==> src/rtl/pc_gen_if.sv <==
// Fetch-side bus of the PC generator: redirect/exception/RAS controls in,
// fetch PC, EPC and return-address-stack status out.
interface pc_gen_if #(
  parameter int WIDTH     = 32,
  parameter int RAS_DEPTH = 4
);
  localparam int CW = $clog2(RAS_DEPTH) + 1;

  logic             stall;
  logic             redir_valid;
  logic [WIDTH-1:0] redir_target;
  logic             exc_req;
  logic [WIDTH-1:0] exc_pc;
  logic             eret;
  logic             ras_push;
  logic [WIDTH-1:0] ras_wdata;
  logic             ras_pop;
  logic [WIDTH-1:0] pc;
  logic [WIDTH-1:0] pc_plus4;
  logic [WIDTH-1:0] epc;
  logic             addr_err;
  logic [WIDTH-1:0] ras_top;
  logic             ras_valid;
  logic [CW-1:0]    ras_count;

  modport master (
    output stall, redir_valid, redir_target, exc_req, exc_pc, eret,
           ras_push, ras_wdata, ras_pop,
    input  pc, pc_plus4, epc, addr_err, ras_top, ras_valid, ras_count
  );

  modport slave (
    input  stall, redir_valid, redir_target, exc_req, exc_pc, eret,
           ras_push, ras_wdata, ras_pop,
    output pc, pc_plus4, epc, addr_err, ras_top, ras_valid, ras_count
  );
endinterface

==> src/rtl/pc_gen.sv <==
// Fetch PC generator with exception/EPC handling, misaligned-redirect trap
// and a circular return-address stack that overwrites its oldest entry.
module pc_gen #(
  parameter int               WIDTH      = 32,
  parameter logic [WIDTH-1:0] RESET_PC   = 32'h0000_3000,
  parameter logic [WIDTH-1:0] EXC_VECTOR = 32'h0000_4180,
  parameter int               RAS_DEPTH  = 4
) (
  input logic     clk,
  input logic     reset,
  pc_gen_if.slave bus
);
  localparam int PW = $clog2(RAS_DEPTH);
  localparam int CW = PW + 1;

  logic [WIDTH-1:0] r_pc;
  logic [WIDTH-1:0] r_epc;
  logic             r_addr_err;
  logic [PW-1:0]    r_ptr;
  logic [CW-1:0]    r_count;
  logic [WIDTH-1:0] r_stack [RAS_DEPTH];

  logic             w_mis;
  logic             w_empty;
  logic             w_full;
  logic             w_push;
  logic             w_replace;
  logic             w_pop;
  logic [PW-1:0]    w_top_idx;

  // A redirect squashed by stall is never examined for alignment.
  assign w_mis     = bus.redir_valid & ~bus.stall & ~bus.exc_req &
                     (bus.redir_target[1:0] != 2'b00);
  assign w_empty   = (r_count == '0);
  assign w_full    = (r_count == CW'(RAS_DEPTH));
  assign w_push    = bus.ras_push & (~bus.ras_pop | w_empty);
  assign w_replace = bus.ras_push & bus.ras_pop & ~w_empty;
  assign w_pop     = bus.ras_pop & ~bus.ras_push & ~w_empty;
  assign w_top_idx = r_ptr - PW'(1);

  always_ff @(posedge clk or posedge reset) begin
    if (reset) begin
      r_pc       <= RESET_PC;
      r_epc      <= '0;
      r_addr_err <= 1'b0;
    end else begin
      r_addr_err <= w_mis;
      if (bus.exc_req) begin
        r_pc  <= EXC_VECTOR;
        r_epc <= bus.exc_pc;
      end else if (w_mis) begin
        r_pc  <= EXC_VECTOR;
        r_epc <= bus.redir_target;
      end else if (bus.eret) begin
        r_pc <= r_epc;
      end else if (bus.stall) begin
        r_pc <= r_pc;
      end else if (bus.redir_valid) begin
        r_pc <= bus.redir_target;
      end else begin
        r_pc <= r_pc + WIDTH'(4);
      end
    end
  end

  // r_ptr is the next free slot; the top entry sits just below it.
  always_ff @(posedge clk or posedge reset) begin
    if (reset) begin
      r_ptr   <= '0;
      r_count <= '0;
    end else if (w_push) begin
      r_ptr <= r_ptr + PW'(1);
      if (!w_full) r_count <= r_count + CW'(1);
    end else if (w_pop) begin
      r_ptr   <= w_top_idx;
      r_count <= r_count - CW'(1);
    end
  end

  always_ff @(posedge clk) begin
    if (!reset) begin
      if (w_push)         r_stack[r_ptr]     <= bus.ras_wdata;
      else if (w_replace) r_stack[w_top_idx] <= bus.ras_wdata;
    end
  end

  assign bus.pc        = r_pc;
  assign bus.pc_plus4  = r_pc + WIDTH'(4);
  assign bus.epc       = r_epc;
  assign bus.addr_err  = r_addr_err;
  assign bus.ras_top   = w_empty ? '0 : r_stack[w_top_idx];
  assign bus.ras_valid = ~w_empty;
  assign bus.ras_count = r_count;
endmodule

==> src/flat_wrapper.sv <==
// flat-port wrapper written by rule: the top's interface ports become plain ports
module pc_gen_flat 
#(
  parameter int               WIDTH      = 32,
  parameter logic [WIDTH-1:0] RESET_PC   = 32'h0000_3000,
  parameter logic [WIDTH-1:0] EXC_VECTOR = 32'h0000_4180,
  parameter int               RAS_DEPTH  = 4
)
  (clk, reset, bus_stall, bus_redir_valid, bus_redir_target, bus_exc_req, bus_exc_pc, bus_eret, bus_ras_push, bus_ras_wdata, bus_ras_pop, bus_pc, bus_pc_plus4, bus_epc, bus_addr_err, bus_ras_top, bus_ras_valid, bus_ras_count);
  pc_gen_if #(.WIDTH(WIDTH), .RAS_DEPTH(RAS_DEPTH)) bus_i ();
  input logic clk;
  input logic reset;
  input wire logic [$bits(bus_i.stall)-1:0] bus_stall;
  input wire logic [$bits(bus_i.redir_valid)-1:0] bus_redir_valid;
  input wire logic [$bits(bus_i.redir_target)-1:0] bus_redir_target;
  input wire logic [$bits(bus_i.exc_req)-1:0] bus_exc_req;
  input wire logic [$bits(bus_i.exc_pc)-1:0] bus_exc_pc;
  input wire logic [$bits(bus_i.eret)-1:0] bus_eret;
  input wire logic [$bits(bus_i.ras_push)-1:0] bus_ras_push;
  input wire logic [$bits(bus_i.ras_wdata)-1:0] bus_ras_wdata;
  input wire logic [$bits(bus_i.ras_pop)-1:0] bus_ras_pop;
  output wire logic [$bits(bus_i.pc)-1:0] bus_pc;
  output wire logic [$bits(bus_i.pc_plus4)-1:0] bus_pc_plus4;
  output wire logic [$bits(bus_i.epc)-1:0] bus_epc;
  output wire logic [$bits(bus_i.addr_err)-1:0] bus_addr_err;
  output wire logic [$bits(bus_i.ras_top)-1:0] bus_ras_top;
  output wire logic [$bits(bus_i.ras_valid)-1:0] bus_ras_valid;
  output wire logic [$bits(bus_i.ras_count)-1:0] bus_ras_count;
  assign bus_i.stall = bus_stall;
  assign bus_i.redir_valid = bus_redir_valid;
  assign bus_i.redir_target = bus_redir_target;
  assign bus_i.exc_req = bus_exc_req;
  assign bus_i.exc_pc = bus_exc_pc;
  assign bus_i.eret = bus_eret;
  assign bus_i.ras_push = bus_ras_push;
  assign bus_i.ras_wdata = bus_ras_wdata;
  assign bus_i.ras_pop = bus_ras_pop;
  assign bus_pc = bus_i.pc;
  assign bus_pc_plus4 = bus_i.pc_plus4;
  assign bus_epc = bus_i.epc;
  assign bus_addr_err = bus_i.addr_err;
  assign bus_ras_top = bus_i.ras_top;
  assign bus_ras_valid = bus_i.ras_valid;
  assign bus_ras_count = bus_i.ras_count;
  pc_gen #(.WIDTH(WIDTH), .RESET_PC(RESET_PC), .EXC_VECTOR(EXC_VECTOR), .RAS_DEPTH(RAS_DEPTH)) u_core (.clk(clk), .reset(reset), .bus(bus_i));
endmodule
==> config.mk <==
export PLATFORM = sky130hd
export DESIGN_NAME = pc_gen_flat
export DESIGN_NICKNAME = d
export VERILOG_FILES = /design/src/rtl/pc_gen_if.sv /design/src/rtl/pc_gen.sv /design/src/flat_wrapper.sv
export SDC_FILE = /design/constraint.sdc
export NUM_CORES = 1
export LEC_CHECK = 0
export ABC_CLOCK_PERIOD_IN_PS = 4900
export BUFFER_PORTS_ARGS = -buffer_cell sky130_fd_sc_hd__buf_2
export CORE_ASPECT_RATIO = 0.7
export CORE_MARGIN = 2
export CORE_UTILIZATION = 55
export CTS_BUF_LIST = sky130_fd_sc_hd__clkbuf_8
export DETAILED_ROUTE_END_ITERATION = 10
export PLACE_DENSITY = 0.82
export SYNTH_ARGS = -nofsm -noshare
export SYNTH_HDL_FRONTEND = slang
export SYNTH_SLANG_ARGS = --single-unit
==> constraint.sdc <==
create_clock -name clk -period 4.9 [get_ports clk]
set_input_delay 0.245 -clock clk [delete_from_list [all_inputs] [get_ports clk]]
set_output_delay 0.245 -clock clk [all_outputs]
set_load 0.01 [all_outputs]
== Word-level counts from Yosys, hierarchy flattened ==
Memories as Yosys holds them, arrays and structs flattened.
Cells that the tools add are included.
Operators by class
  add/sub/neg operators: 5
  bitwise operators: 14
  reductions and logical operators: 6
  eq/ne operators: 3
  multiplexer cells: 23
Operators by type and width (count)
  $mux W32: 9
  $add A32 B3 Y32 const B: 1
  $reduce_or A32 Y1: 1
  $mux W3: 3
  $and A1 B1 Y1: 8
  $mux W1: 8
  $mux W2: 3
  $reduce_bool A2 Y1: 3
  $not A1 Y1: 5
  $ne A4 B1 Y1 const B: 1
  $add A3 B1 Y3 const B: 1
  $eq A3 B3 Y1 const B: 1
  $logic_not A3 Y1: 1
  $sub A3 B1 Y3 const B: 1
  $add A2 B1 Y2 const B: 1
  $ne A2 B2 Y1 const B: 1
  $reduce_and A2 Y1: 1
  $sub A2 B1 Y2 const B: 1
  $or A1 B1 Y1: 1
Storage, ports and cells
  word-level logic and storage cells: 57
  RAM bits: 128
  memories kept: 1
  output and inout bits: 133
  bits of input ports: 104
  bits in registers: 70
Memories
  u_core.r_stack: words 4, bits a word 32, rd ports 1, clocked after Yosys merged registers in 0, wr ports 1, line pc_gen.sv:21  | logic [WIDTH-1:0] r_stack [RAS_DEPTH];

== Longest topological paths before layout ==
  word-level depth: 9
  mapped depth: 10
  mapped depth without buffers: 9

== Least setup slack after synthesis ==
OpenSTA, ideal clock, no wires.
  kind: in2reg
  from: input port reset
  to: memory u_core.r_stack[0][0], enable pin
  library setup time: 0.468 ns
  path buffers: 0
  data arrival time: 4.438 ns
  data required time: 4.432 ns
  setup slack: -0.006 ns
  stages: 3
  cells stage by stage: inv_1 -> nand2_1 -> nor3b_1
Between the ends
  cells in the longest elaborated chain, start to end: 4
  elaborated cells on any way between the ends: 7
  those cells by class: mux (6); reduce/logical (1)
RTL lines
  from (decl): line flat_wrapper.sv:12  | input logic reset;
  $mux W1: line pc_gen.sv:81  | if (!reset) begin
  $mux W1 (implied by the code): line pc_gen.sv:83  | else if (w_replace) r_stack[w_top_idx] <= bus.ras_wdata;
  $reduce_or A32 Y1 (no line)
  $mux W2 (no line) or $mux W1 (tied branches)
  to (decl): line pc_gen.sv:21
Parallel ways exist; a longest one is shown, timed or not.

== Worst setup path after layout ==
  from: register u_core.r_count[0] (netlist: u_core.bus.ras_count[0])
  to: memory u_core.r_stack[3][6], enable pin
Between the ends
  cells in the longest elaborated chain, start to end: 9
  elaborated cells on any way between the ends: 15
  those cells by class: mux (9); bitwise (4); reduce/logical (2)
RTL lines
  from (decl): line pc_gen.sv:20  | logic [CW-1:0] r_count;
  from (signal assigned): line pc_gen.sv:73  | if (!w_full) r_count <= r_count + CW'(1);
  from (signal assigned): line pc_gen.sv:76  | r_count <= r_count - CW'(1);
  $logic_not A3 Y1 *: line pc_gen.sv:34  | assign w_empty = (r_count == '0);
  $not A1 Y1: line pc_gen.sv:37  | assign w_replace = bus.ras_push & bus.ras_pop & ~w_empty;
  $and A1 B1 Y1: line pc_gen.sv:37
  $mux W1: line pc_gen.sv:83
  $mux W1: line pc_gen.sv:82  | if (w_push) r_stack[r_ptr] <= bus.ras_wdata;
  $mux W1: line pc_gen.sv:81
  $mux W1 (implied by the code): line pc_gen.sv:83
  $reduce_or A32 Y1 (no line)
  $mux W2 (no line) or $mux W1 (tied branches)
Mark *: on every way between the ends. The rest lies on a longest branch, timed or not.

==> results.txt <==
Synthesized cell area -> 9374 µm²
RSZ-0062 raised after global routing -> false
Dpl cell area -> 10710 µm²
Core area -> 16490 µm²
Top cells by count, synth -> edfxtp_1, dfrtp_1, o21ai_0
Main flop type after synthesis -> edfxtp_1
Fraction of the mapped netlist area in simple logic gates -> 11.49%
Pwr dens -> 412.0 nW/µm²
Drt wl/cell -> 20.09 µm
Relative max-transition margin -> 22.68%
Max-slew violations -> 0
DRT antenna net count -> 0
Die width -> 160.0 µm
Achievable clock frequency -> 290.8 MHz
Post-synthesis cell count -> 731
Detailed placer's ending HPWL -> 16590 µm
Dominant combinational cell family by area after synthesis -> simple AND/OR/NAND/NOR gates
Synth Area in Adders -> 0.4805%
Async SR Flop Fraction -> 35.35%
Drt first pass iters -> 5
Fin crit period -> 3.439 ns
Global-route wire length before repair -> 38560 µm
Final hold vios -> 0
Routed vias -> 7286
Run status -> complete, no violations
Worst-skew pair later-pin latency -> 0.49 ns
Clk slew on worst S/H paths -> 0.13 ns
Clock Skews -> 0.02827 ns
Clock root cell -> clkbuf_8
Synth top area cells -> edfxtp_1, dfrtp_1, mux4_2
Largest net degree at the start of global routing -> 71
Initial DRC count -> 1040
Critical path class -> reg -> reg
IO Pins -> 237
Post-cts gate resize count -> 0
Most numerous cell in the Yosys netlist -> edfxtp_1
GRT Total Usage -> 27.73%
Starting Density -> 56.84%
Worst-case clock buffer depth -> 2
Post-DR vias/cell -> 5.857
Avg Inst Size Synth -> 12.82 µm²
FP Rows -> 39
DRC errors left -> 0
Yosys reg bits -> 198
Syn-to-layout area delta -> 25.73%
Port Buffers -> 236
YS warnings -> 0
Clk sinks -> 198
Design area -> 11790 µm²
Final setup fails -> 0
Sequential fraction of the synthesis area -> 59.72%
Hold crit path type -> in -> reg
Synth Area in Compound Gates -> 10.78%
Fraction of layout cells with a size suffix above 1 -> 31.73%
Post-synthesis mux area share -> 11.21%
Die Y -> 113.2 µm
Number of enable flip-flop cells after synthesis -> 128
Cell taking the most area after synthesis -> edfxtp_1
Crit path DAT -> 3.53 ns
TNS Setup -> 0 ns
Worst setup SP type -> flip-flop
Pleak -> 0.004730 µW
Die Area -> 18120 µm²
Grt ovf -> 0
Final worst path period share -> 70.17%
H-tree depth -> 4
Xor and xnor area share after synthesis -> 3.083%
GP Congestion -> 0.9282
Number of distinct library cells after synthesis -> 61
Worst Path Max Fanout -> 35
CTS Buf Count -> 17
Vias in the first global route -> 6997
Slew @ Worst Pin -> 1.155 ns
CP Capture Type -> flip-flop
Initial antenna violation count -> 1
Nets -> 1112
Fill count -> 1181
Crit path required time -> 4.99 ns
Routed Wire Length -> 24990 µm
Peak VDD IR -> 0.0002375 V
Max-Cap Viols -> 0
Post-synth net total -> 838
CTS tree -> yes
Top cell type's share of synthesized area -> 41.00%
-- repair_timing --
item,in CTS,in global routing
hold buffers,62,0
hold endpoints to repair,158,0
setup buffers,0,0
-- worst max-delay path: stages (launching register included) --
cell and delay (ns):
dfrtp_1 0.52, or3_1 0.82, nand2_1 0.35, or3_1 0.44, a21oi_4 0.90
-- sequential cells by signal (all words and copies together) (netlist names) --
register / count
u_core.bus.pc: 32
u_core.bus.addr_err: 1
u_core.bus.epc: 32
u_core.r_ptr: 2
u_core.bus.ras_count: 3
u_core.r_stack: 128
-- power by group --
part	internal [µW]	leakage [µW]	switching [µW]	total [µW]
Sequential	1990	0.00203	177	2170
Combinational	757	0.00248	791	1550
Clock	453	0.000222	684	1140
Total	3200	0.00473	1650	4860
-- cell families (layout without fill, tap and decap cells) --
| family | Yosys count | after routing |
|---|---|---|
| AND/OR/NAND/NOR | 204 | 204 |
| flip-flops | 198 | 198 |
| AO/OA/AOI/OAI | 157 | 157 |
| buffers and inverters | 71 | 358 |
| multiplexers | 65 | 65 |
| XOR/XNOR | 33 | 33 |
| adder cells (fa/ha/maj) | 3 | 3 |
| other | 0 | 1 |
-- layout make-up --
| type | instances | area, µm² | area share, % |
|---|---|---|---|
| antenna | 1 | 2.502 | 0.02123 |
| clock buffer | 17 | 234.0 | 1.985 |
| tap | 225 | 281.5 | 2.389 |
| multi-input combinational | 462 | 3515 | 29.82 |
| inverter | 20 | 75.07 | 0.6369 |
| sequential | 198 | 5599 | 47.51 |
| clock inverter | 15 | 217.7 | 1.847 |
| timing repair buffer | 306 | 1862 | 15.80 |
-- cell usage in the layout (no fill, tap or decap), types with 7 or more instances in the layout --
cell type      instances
and2_1                35
o22ai_1               17
mux2i_1               33
mux4_2                32
buf_2                236
and3_1                 8
o2bb2ai_1              8
dlygate4sd3_1         62
edfxtp_1             128
nand4_1                8
xor2_1                 7
dfrtp_1               67
nor2_1                31
clkbuf_8              17
a22o_1                10
nand3_1               21
o21ai_0               61
o221ai_1               8
nor3_1                 7
buf_4                  8
xnor2_1               26
nand2_1               55
a21oi_1               16
inv_1                 18
-- routing by layer --
layer | wire [µm] | up-vias | global-route usage, % | part of all wire, %
met3 | 2367 | 45 | 6.525 | 9.5
met5 | 0 | - | 0 | 0
met1 | 10750 | 3566 | 40.96 | 43
met2 | 11350 | 363 | 40.95 | 45
met4 | 528 | 0 | 9.489 | 2.1
li1 | - | 3312 | - | -
-- through the flow --
stage / hold WS, ns / setup WS [ns] / std cells / power (µW) / utilization [%]
final: 0.009847 / 1.461 / 1244 / 4856 / 71.46
after global routing: 0.01725 / 1.209 / 1244 / 5091 / 71.46
after CTS: 0.0002380 / 1.423 / 1243 / 4876 / 71.45
after detailed placement: 0.4571 / 1.443 / 1149 / 3719 / 64.94
after global placement: 0.4518 / 1.529 / 1149 / 3679 / 64.94
after floorplan: 0.3439 / 0.7740 / 731 / 3149 / -
-- worst paths after layout --
kind                                         startpoint              endpoint  slack, ns  cells after the start
worst max-delay path            u_core.bus.ras_count[0]  u_core.r_stack[3][6]       1.46                      4
worst min-delay path                     bus_exc_pc[10]    u_core.bus.epc[10]       0.01                      3
worst max register to register  u_core.bus.ras_count[0]  u_core.r_stack[3][6]       1.46                      4
worst min register to register        u_core.bus.pc[23]     u_core.bus.pc[23]       0.56                      1
max in group asynchronous                         reset       u_core.r_ptr[0]       4.09                      3
min in group asynchronous                         reset    u_core.bus.epc[17]       0.11                      3
No activity file was read; power rests on OpenSTA's default activity.
